File: config.mk
export PLATFORM = sky130hd
export DESIGN_NAME = match_sequencer
export DESIGN_NICKNAME = d
export VERILOG_FILES = /design/src/rtl/match_sequencer.sv
export SDC_FILE = /design/constraint.sdc
export NUM_CORES = 1
export LEC_CHECK = 0
export CORE_MARGIN = 2
export CORE_UTILIZATION = 39
export DETAILED_ROUTE_END_ITERATION = 16
export GPL_TIMING_DRIVEN = 0
export HOLD_SLACK_MARGIN = 0.05
export PLACE_DENSITY = 0.57
export SYNTH_ARGS = -nofsm -noshare
export SYNTH_HDL_FRONTEND = slang
export SYNTH_SLANG_ARGS = --single-unit
File: constraint.sdc
create_clock -name clk -period 5.7 [get_ports clk]
set_clock_uncertainty 0.2 [all_clocks]
set_input_delay 0.57 -clock clk [delete_from_list [all_inputs] [get_ports clk]]
set_output_delay 0.57 -clock clk [all_outputs]
set_load 0.005 [all_outputs]
File: src/rtl/match_sequencer.sv
// Match phase controller: sequences idle, kickoff countdown, play, goal pause and game over,
// and owns the match clock, both scores and the movement gate for the field controllers.
module match_sequencer #(
  parameter int TICKS_PER_SECOND   = 50000000,
  parameter int MATCH_SECONDS      = 180,
  parameter int KICKOFF_SECONDS    = 3,
  parameter int GOAL_PAUSE_SECONDS = 2
) (
  input  logic       clk,
  input  logic       rst,
  input  logic       start_request,
  input  logic       blue_goal,
  input  logic       red_goal,
  output logic [2:0] phase,
  output logic       play_enable,
  output logic       reposition,
  output logic [3:0] countdown,
  output logic [7:0] time_left,
  output logic [6:0] blue_score,
  output logic [6:0] red_score,
  output logic       game_over,
  output logic [1:0] winner
);

  typedef enum logic [2:0] {
    IDLE       = 3'd0,
    KICKOFF    = 3'd1,
    PLAY       = 3'd2,
    GOAL_PAUSE = 3'd3,
    GAME_OVER  = 3'd4
  } phase_t;

  localparam int            PW         = (TICKS_PER_SECOND > 1) ? $clog2(TICKS_PER_SECOND) : 1;
  localparam logic [PW-1:0] PRESC_LAST = PW'(TICKS_PER_SECOND - 1);
  localparam logic [7:0]    MATCH_INIT = 8'(MATCH_SECONDS);
  localparam logic [3:0]    KICK_INIT  = 4'(KICKOFF_SECONDS);
  localparam logic [3:0]    PAUSE_INIT = 4'(GOAL_PAUSE_SECONDS);
  localparam logic [6:0]    SCORE_MAX  = 7'd127;

  // The state register drives the phase output directly, so phase doubles as the FSM debug view.
  phase_t        state;
  logic [PW-1:0] presc;
  logic          start_q;
  logic          start_pulse;
  logic          counting;
  logic          sec_tick;
  logic [6:0]    blue_next;
  logic [6:0]    red_next;
  logic [1:0]    winner_next;

  assign phase = state;

  always_comb begin
    start_pulse = start_request & ~start_q;
    counting    = (state == KICKOFF) || (state == PLAY) || (state == GOAL_PAUSE);
    sec_tick    = counting && (presc == PRESC_LAST);
    blue_next   = (blue_goal && (blue_score != SCORE_MAX)) ? blue_score + 7'd1 : blue_score;
    red_next    = (red_goal  && (red_score  != SCORE_MAX)) ? red_score  + 7'd1 : red_score;
    if (blue_next > red_next)      winner_next = 2'b01;
    else if (red_next > blue_next) winner_next = 2'b10;
    else                           winner_next = 2'b11;
  end

  always_ff @(posedge clk) begin
    if (rst) begin
      state       <= IDLE;
      presc       <= '0;
      start_q     <= 1'b1;
      play_enable <= 1'b0;
      reposition  <= 1'b0;
      countdown   <= 4'd0;
      time_left   <= MATCH_INIT;
      blue_score  <= 7'd0;
      red_score   <= 7'd0;
      game_over   <= 1'b0;
      winner      <= 2'b00;
    end else begin
      start_q    <= start_request;
      reposition <= 1'b0;
      // Every transition out of a counting phase happens either on a tick (presc wraps to 0)
      // or on a goal, which clears presc explicitly below.
      if (counting) presc <= sec_tick ? '0 : presc + 1'b1;

      case (state)
        IDLE: begin
          time_left  <= MATCH_INIT;
          blue_score <= 7'd0;
          red_score  <= 7'd0;
          if (start_pulse) begin
            state      <= KICKOFF;
            presc      <= '0;
            countdown  <= KICK_INIT;
            reposition <= 1'b1;
          end
        end

        KICKOFF: begin
          if (sec_tick) begin
            if (countdown == 4'd1) begin
              state       <= PLAY;
              countdown   <= 4'd0;
              play_enable <= 1'b1;
            end else begin
              countdown <= countdown - 4'd1;
            end
          end
        end

        PLAY: begin
          blue_score <= blue_next;
          red_score  <= red_next;
          // Expiry wins over a goal pause; the goal is still credited via *_next.
          if (sec_tick && (time_left == 8'd1)) begin
            time_left   <= 8'd0;
            state       <= GAME_OVER;
            play_enable <= 1'b0;
            game_over   <= 1'b1;
            winner      <= winner_next;
          end else begin
            if (sec_tick) time_left <= time_left - 8'd1;
            if (blue_goal || red_goal) begin
              state       <= GOAL_PAUSE;
              play_enable <= 1'b0;
              countdown   <= PAUSE_INIT;
              presc       <= '0;
            end
          end
        end

        GOAL_PAUSE: begin
          if (sec_tick) begin
            if (countdown == 4'd1) begin
              state      <= KICKOFF;
              countdown  <= KICK_INIT;
              reposition <= 1'b1;
            end else begin
              countdown <= countdown - 4'd1;
            end
          end
        end

        GAME_OVER: begin
          if (start_pulse) begin
            state     <= IDLE;
            game_over <= 1'b0;
            winner    <= 2'b00;
          end
        end

        default: begin
          state       <= IDLE;
          presc       <= '0;
          play_enable <= 1'b0;
          countdown   <= 4'd0;
          game_over   <= 1'b0;
          winner      <= 2'b00;
        end
      endcase
    end
  end

endmodule

==> flow_summary.toml <==
[routing]
dr_total_vias = 3512
drt-initial-drc-count = 160
detail-route-antenna-nets = 0
wl_per_cell_microns = 16.4
drc = 0
wirelength_microns = 9980
via_per_inst = 5.79
drt-pass1-iter-count = 5

[sta]
maxSlewHeadroom_pct = 18.4
fin_ws_ns = 2.44
finalSetupViolations = 0
tns_ns = 0
rsz0062_at_grt = "no"
final.min_clock_period_ns = 3.26
finalMaxSlewViolations = 0
finalHoldViolCount = 0
worst_pin_slew_ns = 1.21
max_freq_ghz = 0.307
fin_crit_sh_pct = 57.2

[grt]
antenna_found_initial = 0
grtUsageTotal_pct = 20.4
grt_pass1_vias = 3279
grt_first_pass_wirelength_microns = 16300
grt_max_degree = 11
overflow = 0

[clocking]
post_cts_buffers = 0
cts_tree = "done"
cts_root_buf = "clkbuf_8"
cts_resized = 0
clk_path_buf_depth = 2
hold_buffers = 0
cts.sinks = 61
clock_latency_ns = 0.34
clkTransAtPathRegs_ns = 0.07
cts_buffers = 9
htreeDepth = 3

[place]
place.gp.congestion = 0.853
dpl.hpwl_microns = 7290
io_buffers = 38
place_ws_ns = 2.11

[synth]
synth-async-reset-ratio_pct = 0
syn_area_per_cell_sq_um = 8.23
synth_cells = 443
synth_nets = 462
synth_edf_count = 0
yosysSeqAreaShare_pct = 33.5
netlist_area_sq_um = 3640
synthFlopType = "dfxtp_1"
yosysWarnings = 0
synth_cell_types = 58
synth-seq-cells = 61

[worst_hold_path]
worstHoldPathType = "reg -> reg"

[setup_path]
crit_path_start_kind = "input pin"
end_kind = "register"
worstPathArrival_ns = 3.32
crit_required_ns = 5.77
critPathKind = "in -> reg"
crit_fanout = 7

[power_and_ir_drop]
p_leak_nw = 1.49
max-vdd-ir-drop_mv = 0.115
p_total_mw = 1.19
power_density_nw_per_um2 = 274

[floorplanning]
core_sq_um = 9150
initial_core_util_pct = 39.8
rows = 35
die_y_microns = 101
die_area_sq_um = 10100
ioPinCount = 39
chipWidth_microns = 101

[job]
cap_violations = 0

[run_status]
status = "complete, no violations"

[final_layout]
area_delta_synth_final_pct = 19.1
layout-drive-gt1-share_pct = 9.68
nets = 511
diodes = 0
## final timing paths
path	start	cells after the start	end	slack [ns]
hold reg to reg	winner[1]	2	winner[1]	0.28
setup reg to reg	red_score[0]	9	winner[1]	2.56
hold / removal	winner[1]	2	winner[1]	0.28
setup / recovery	red_goal	10	winner[1]	2.44
## placed cells by master, fill, tap and decap left out, drive strengths merged, types with 15 or more instances in the layout
cell type      instances
nand3                 17
nor2                  44
inv                   15
nand2                 36
xnor2                 16
clkdlybuf4s50         38
a21oi                 24
clkbuf                26
o21ai                 21
nor3                  20
dfxtp                 61
## synth_stat cells (9+ instances only)
master     n  area (sq um)
dfxtp_1   61          1220
nor2_1    44           165
nand2_1   36           135
a21oi_1   24           120
o21ai_0   21           105
nor3_1    18          90.1
nand3_1   17          85.1
xnor2_1   16           140
inv_1     15          56.3
ha_1      14           175
xor2_1    13           114
clkbuf_1  12          45.0
nor4_1    11          68.8
nand4_1   10          62.6
a31oi_1    9          56.3
## metrics by stage
step                      utilization, %  instances  hold WS (ns)  cell area [sq um]
final                               47.4        607         0.281               4340
after global routing                47.4        607         0.296               4340
after CTS                           47.4        607         0.277               4340
after detailed placement            45.5        592         0.266               4160
after global placement              45.5        592         0.259               4160
after floorplan                        -        443         0.247               3640
## worst max-delay path, cell delays in order
cell and delay, ns:
clkdlybuf4s50_1 0.54, inv_1 0.06, a31oi_1 0.54, mux2_2 0.43, ha_1 0.29, nor2b_1 0.12
o211ai_1 0.08, a32o_1 0.29, or2_2 0.28, a21oi_1 0.13
## cells by family (layout without fill, tap and decap cells)
family / after synthesis / in the layout / synth area share, %
buffers and inverters: 39 / 92 / 4.60
XOR/XNOR: 29 / 29 / 6.97
adder cells (fa/ha/maj): 14 / 14 / 4.81
AO/OA/AOI/OAI: 99 / 99 / 18.7
flip-flops: 61 / 61 / 33.5
AND/OR/NAND/NOR: 195 / 195 / 29.7
multiplexers: 6 / 6 / 1.72
## state kept, by name, indices dropped and copies added, names as in the netlist
| signal | flops |
|---|---|
| reposition | 1 |
| game_over | 1 |
| blue_score | 7 |
| countdown | 4 |
| time_left | 8 |
| play_enable | 1 |
| presc | 26 |
| phase | 3 |
| start_q | 1 |
| winner | 2 |
| red_score | 7 |
## where the power goes
| part | switching (mW) | internal (mW) | total, mW | leakage (nW) |
|---|---|---|---|---|
| registers | 0.0260 | 0.446 | 0.472 | 0.493 |
| clock network | 0.165 | 0.191 | 0.356 | 0.0926 |
| logic | 0.222 | 0.139 | 0.361 | 0.910 |
| total | 0.413 | 0.776 | 1.19 | 1.49 |
## layer usage
| metal | global-route usage, % | part of all wire, % |
|---|---|---|
| met4 | 8.22 | 1.8 |
| met3 | 2.98 | 4.1 |
| met1 | 26.1 | 45 |
| met2 | 34.3 | 49 |
| met5 | 0 | 0 |
## layout make-up
cell class              instances  area [sq um]
plain buffers                  24           111
clock inverters                 1          5.00
flip-flops and latches         61          1220
fillers                       926          4810
multi-input cells             343          2260
well taps                     111           139
clock buffers                  14           173
repair buffers                 38           380
inverters                      15          56.3
Note: power is estimated with default switching activity, not from simulation.
